[src/rtl/pc_sequencer.sv]
// rtl/pc_sequencer.sv - instruction-fetch program counter sequencer with redirect, stall, halt and retire count
module pc_sequencer #(
  parameter int unsigned           PC_WIDTH  = 32,
  parameter logic [PC_WIDTH-1:0]   RESET_PC  = '0,
  parameter logic [PC_WIDTH-1:0]   PC_LIMIT  = '0,
  parameter int unsigned           CNT_WIDTH = 32
) (
  input  logic                 clk_i,
  input  logic                 rst_i,
  input  logic                 en_i,
  input  logic                 stall_i,
  input  logic                 jmp_i,
  input  logic [PC_WIDTH-1:0]  jmp_target_i,
  input  logic                 br_taken_i,
  input  logic [PC_WIDTH-1:0]  br_offset_i,
  input  logic                 halt_req_i,
  output logic [PC_WIDTH-1:0]  pc_o,
  output logic                 pc_valid_o,
  output logic                 halted_o,
  output logic [CNT_WIDTH-1:0] retired_count_o
);

  typedef enum logic [1:0] {
    S_IDLE,
    S_RUN,
    S_STALL,
    S_HALT
  } state_e;

  state_e               state_q, state_d;
  logic [PC_WIDTH-1:0]  pc_q, pc_d;
  logic [CNT_WIDTH-1:0] cnt_q, cnt_d;

  logic [PC_WIDTH-1:0]  next_pc;
  logic [CNT_WIDTH-1:0] cnt_inc;
  logic                 over_limit;

  // Candidate next address (jmp beats br_taken) and saturating retire increment
  always_comb begin
    next_pc    = pc_q + PC_WIDTH'(1);
    over_limit = 1'b0;
    cnt_inc    = cnt_q;
    if (jmp_i) begin
      next_pc = jmp_target_i;
    end else if (br_taken_i) begin
      next_pc = pc_q + PC_WIDTH'(1) + br_offset_i;
    end
    if ((PC_LIMIT != '0) && (next_pc >= PC_LIMIT)) begin
      over_limit = 1'b1;
    end
    if (!(&cnt_q)) begin
      cnt_inc = cnt_q + CNT_WIDTH'(1);
    end
  end

  // Next-state logic; RUN and STALL share the same priority chain
  always_comb begin
    state_d = state_q;
    pc_d    = pc_q;
    cnt_d   = cnt_q;
    case (state_q)
      S_IDLE: begin
        if (en_i) begin
          state_d = S_RUN;
        end
      end
      S_RUN, S_STALL: begin
        if (halt_req_i) begin
          state_d = S_HALT;
        end else if (!en_i) begin
          state_d = S_IDLE;
        end else if (stall_i) begin
          state_d = S_STALL;
        end else begin
          // Only an address presented from RUN counts as consumed
          if (state_q == S_RUN) begin
            cnt_d = cnt_inc;
          end
          if (over_limit) begin
            state_d = S_HALT;
          end else begin
            state_d = S_RUN;
            pc_d    = next_pc;
          end
        end
      end
      S_HALT: begin
        state_d = S_HALT;
      end
      default: begin
        state_d = S_IDLE;
      end
    endcase
  end

  // State, pc and counter registers with asynchronous reset
  always_ff @(posedge clk_i or posedge rst_i) begin
    if (rst_i) begin
      state_q <= S_IDLE;
      pc_q    <= RESET_PC;
      cnt_q   <= '0;
    end else begin
      state_q <= state_d;
      pc_q    <= pc_d;
      cnt_q   <= cnt_d;
    end
  end

  assign pc_o            = pc_q;
  assign pc_valid_o      = (state_q == S_RUN) || (state_q == S_STALL);
  assign halted_o        = (state_q == S_HALT);
  assign retired_count_o = cnt_q;

endmodule

[config.mk]
export PLATFORM = sky130hd
export DESIGN_NAME = pc_sequencer
export DESIGN_NICKNAME = d
export VERILOG_FILES = /design/src/rtl/pc_sequencer.sv
export SDC_FILE = /design/constraint.sdc
export NUM_CORES = 1
export LEC_CHECK = 0
export CORE_MARGIN = 2
export CORE_UTILIZATION = 30
export CTS_BUF_LIST = sky130_fd_sc_hd__clkbuf_4
export DETAILED_ROUTE_END_ITERATION = 8
export PLACE_DENSITY = 0.5
export SYNTH_ARGS = -nofsm -noshare
export SYNTH_HDL_FRONTEND = slang
export SYNTH_SLANG_ARGS = --single-unit
[constraint.sdc]
create_clock -name clk_i -period 6.7 [get_ports clk_i]
set_input_delay 2.01 -clock clk_i [delete_from_list [all_inputs] [get_ports clk_i]]
set_output_delay 2.01 -clock clk_i [all_outputs]
set_load 0.02 [all_outputs]
# After elaboration in Yosys (flattened, before gate mapping)
# Cells that the tools add are included.
# op_classes
addsub	3
bitwise_logic	3
n_eq_ne	4
mux	7
reduce_logical	6
# op_table
operator	count
$add A32 B1 Y32 const B	2
$mux W32	2
$add A32 B32 Y32	1
$reduce_and A32 Y1	1
$mux W2	4
$pmux W2 S3	1
$reduce_and A6 Y1	1
$eq A2 B2 Y1 const B	2
$reduce_and A4 Y1	1
$not A1 Y1	3
$eq A2 B1 Y1 const B	1
$logic_not A2 Y1	1
$ne A2 B2 Y1 const B	1
$reduce_or A2 Y1	1
$logic_or A1 B1 Y1	1
# totals
word_cells	26
out_inout_bits	66
input_bits	71
ff_bits	66

# Longest topological paths before layout
# depth
word_depth	4
ltp_mapped	18
ltp_nobuf	18

# Least setup slack after synthesis
# OpenSTA, ideal clock, no wires.
# synth_timing
path_type	input-to-reg
from	input br_offset_i[0]
to	register pc_q[30], in the netlist pc_o[30]
stages	12
arrival_time_ns	4.384
setup_time_ns	0.124
n_path_buf	0
setup_slack_ns	2.192
t_required_ns	6.576
cell_sequence	ha_1 > fa_1 > a21o_1 > a21oi_1 > o21ai_1 > a211o_1 > a21oi_1 > o21ai_1 > a221o_1 > a21oi_1 > xor2_1 > a21oi_1
# synth_via
elab_chain_cells	3
# synth_rtl
element	line	rtl
from (decl)	15	input logic [PC_WIDTH-1:0] br_offset_i,
$add A32 B32 Y32	46	next_pc = pc_q + PC_WIDTH'(1) + br_offset_i;
$mux W32	45	end else if (br_taken_i) begin
$mux W32	43	if (jmp_i) begin
to (signal assigned)	104	pc_q <= pc_d;
to (decl)	31	logic [PC_WIDTH-1:0] pc_q, pc_d;
# Every way passes these cells.
# A chain may end at the register's enable or synchronous reset.

# Worst setup path in the final report
# Same ends and word-level chain as after synthesis.

==> summary.md <==
| Metric | Value |
|---|---|
| Status | complete, no violations |
| Delay-heaviest family, CP | compound AO/OA/AOI/OAI gates |
| Final-layout fill cell count | 1,861 |
| Prevailing post-synth register cell | dfrtp_1 |
| I/O Pins | 137 |
| Final antenna-violating net count | 0 |
| Die area | 19,800 µm² |
| Crit-path max FO | 3 |
| Chip width | 141 µm |
| Deepest clock path buffer count | 2 |
| WL final | 17,600 µm |
| Met3 wire length | 1040 µm |
| Mux contribution to synthesized area | 0.0127 |
| Req. time, crit path | 7.03 ns |
| Largest net degree at the start of global routing | 67 |
| Met1 Wirelength | 8220 µm |
| Power Density | 366 nW/µm² |
| CP max stage cell | clkdlybuf4s50_1 |
| Resize count post-CTS | 0 |
| Critical Path Most Common Cell | a21oi_1 |
| Setup repair bufs after CTS | 0 |
| Post-synthesis sequential area ratio | 0.295 |
| Setup tns final | 0 ns |
| Dominant cells by area after synthesis | dfrtp_1 29%, ha_1 9.8%, xnor2_1 8.8% |
| Asr flop ratio synth | 1.00 |
| Synthesized area | 5600 µm² |
| Yosys synthesis warning count | 0 |
| Rel. slew slack | 0.255 |
| Final net count | 927 |
| Maximum clock frequency | 0.211 GHz |
| Overflow after GRT | 0 |
| RD Place Congestion | 0.859 |
| GRT Total Usage | 0.182 |
| Clock Latency Late Sink | 0.47 ns |
| Critical path's largest stage delay | 0.41 ns |
| H-tree levels | 3 |
| Startpoint class of the critical path | primary input |
| Combinational Power Share | 0.627 |
| Worst clock skew | 0.0316 ns |
| First-pass GRT wire length | 29,000 µm |
| Final critical-path share of the clock period | 0.707 |
| TritonCTS clock tree | done |
| Starting Density | 0.309 |
| EDFF count, synth | 0 |
| RSZ-0062 raised after global routing | no |
| Root Buffer | clkbuf_4 |
| Post-Synth Simple-Gate Area | 0.218 |
| Hold slack | 0.506 ns |
| Met2 wire len | 8060 µm |
| First-pass DRT Iterations | 4 |
| Leading cell type in the layout, fill and taps excluded | clkdlybuf4s50_1 |
| Synth Area in Compound Gates | 0.212 |
| Hold Vio Cnt, Final | 0 |
| Yosys reg bits | 66 |
| DR vias/cell | 5.18 |
| Core ar. | 18,100 µm² |
| Gate Count Post-Synth | 685 |
| Area Growth Syn to Fin | 31.2% |
| Top Metal Used | met4 |
| Vias | 5,411 |
| Synth Area in XOR/XNOR | 0.131 |
| Setup Viol. Count Final | 0 |
| Switch share | 0.473 |
| DRC violations left | 0 |
| Routed wire per std cell | 16.9 µm |
| Die Height | 141 µm |
| Seq pwr share | 0.251 |
| CTS Hold Buffers Added | 0 |
| Number of global-route vias before repair | 5,465 |
| Net Switching | 1270 µW |
| # clock sinks | 66 |
| Min-delay worst type | flop to flop |
| Most frequent cells in the layout | 136 x clkdlybuf4s50_1, 81 x nand2_1, 66 x dfrtp_1 |
| Synthesized Nets | 801 |
| Least-Margin Pin Slew | 1.12 ns |
| Post-synth top area share | 0.295 |
| Share of cells above drive strength 1 | 0.0404 |
| Setup Crit Path Kind | primary input to flop |
| HPWL after detailed placement | 13,200 µm |
| Max cap viols | 0 |
| # rows | 49 |
| Synth Area in Adders | 0.102 |
| # diodes | 0 |
| Worst Path Arrival | 5.07 ns |
| Tmin final | 4.74 ns |
| Largest family of logic cells by synthesized area | simple AND/OR/NAND/NOR gates |
| CTS buffer count | 9 |
| Clk slew on worst S/H paths | 0.12 ns |
| Critical-path cell list | clkdlybuf4s50_1 > ha_1 > fa_1 > a21o_1 > a21oi_1 > o21ai_1 > a211o_1 > a21oi_1 > o21ai_1 > a221o_1 > a21oi_1 > xor2_1 > a21oi_1 |
| Initial antenna violation count | 1 |
| Final Slew Violations | 0 |
| Initial DRC count | 297 |
| IO Port Bufs | 136 |
| Synth unique cells | 64 |
| Max VDD drop | 0.106 mV |
| Post-Syn Area per Cell | 8.18 µm² |
| Leakage power | 0.00318 µW |
| Crit path buffers/inverters | 1 |
| Clock power frac | 0.122 |
| Critical path endpoint category | flop |
| Area leader, netlist | dfrtp_1 |
| Internal | 1420 µW |
==> final timing paths <==
check	from	to	slack [ns]	cells after the start
max reg2reg	pc_o[0]	pc_o[31]	2.21	18
max	br_offset_i[0]	pc_o[30]	1.96	13
min	retired_count_o[12]	retired_count_o[12]	0.51	1
min reg2reg	retired_count_o[12]	retired_count_o[12]	0.51	1
min in group asynchronous	rst_i	retired_count_o[8]	2.13	3
max in group asynchronous	rst_i	pc_o[9]	3.97	3
==> layout make-up <==
class                           count  area [µm²]  area share
Clock inverter                      7        93.8      0.0128
Tap cell                          229         287      0.0390
Timing Repair Buffer              140        1390       0.189
Inverter                           19        71.3     0.00970
Clock buffer                        9        67.6     0.00919
Multi-Input combinational cell    575        3790       0.515
Sequential cell                    66        1650       0.225
==> kinds of logic after synthesis <==
family,after synthesis
and+or+nand+nor,247
muxes,7
adders and majority gates,45
DFF,66
buffers and inverters,44
AOI/OAI and AO/OA,192
xor gates and xnor gates,84
==> metrics by stage <==
stage,cells,power (µW),utilization,cell area (µm²),worst slack [ns]
finish,1045,2690,0.405,7350,1.96
global route,1045,2940,0.405,7350,1.66
CTS,1045,2710,0.405,7350,2.00
detailed placement,1029,2360,0.396,7190,1.51
global placement,1029,2350,0.396,7190,1.51
floorplan,685,1820,-,5600,2.19
==> layer usage <==
layer / vias to the layer above / global-route usage
met5: - / 0
met4: 0 / 0.0484
met3: 18 / 0.0547
met2: 137 / 0.290
met1: 2543 / 0.240
li1: 2713 / -
==> synth_stat cells, drive strengths merged, types with 4 or more instances <==
cell and n:
a211oi 7, a21o 25, a21oi 60, a221oi 5, a31oi 4, and3 16
and4 6, clkbuf 22, dfrtp 66, ha 44, inv 19, mux2i 6
nand2 82, nand2b 7, nand3 35, nand4 17, nor2 58, nor2b 4
nor3 9, nor4 5, o21ai 54, o21bai 4, o31ai 4, xnor2 56
xor2 28
==> worst register-to-register path, delay by kind of cell (launching register included) <==
family	cells	cell delay, ns
simple gates	8	1.61
mux	1	0.16
compound gates	6	1.34
flops	1	0.48
xor+xnor	1	0.23
fa+ha+maj	2	0.59
==> power by group through the flow <==
stage	sequential (µW)	combinational, µW	clock, µW
after global placement	678	1670	0
after global routing	699	1880	363
after floorplan	766	1050	0
after detailed placement	683	1680	0
after CTS	675	1690	342
final	677	1690	327
==> flip-flops by register name, summed over array words and instances, names as in the netlist <==
register         flops
pc_o                32
retired_count_o     32
state_q              2
Note: power is estimated with default switching activity, not from simulation.
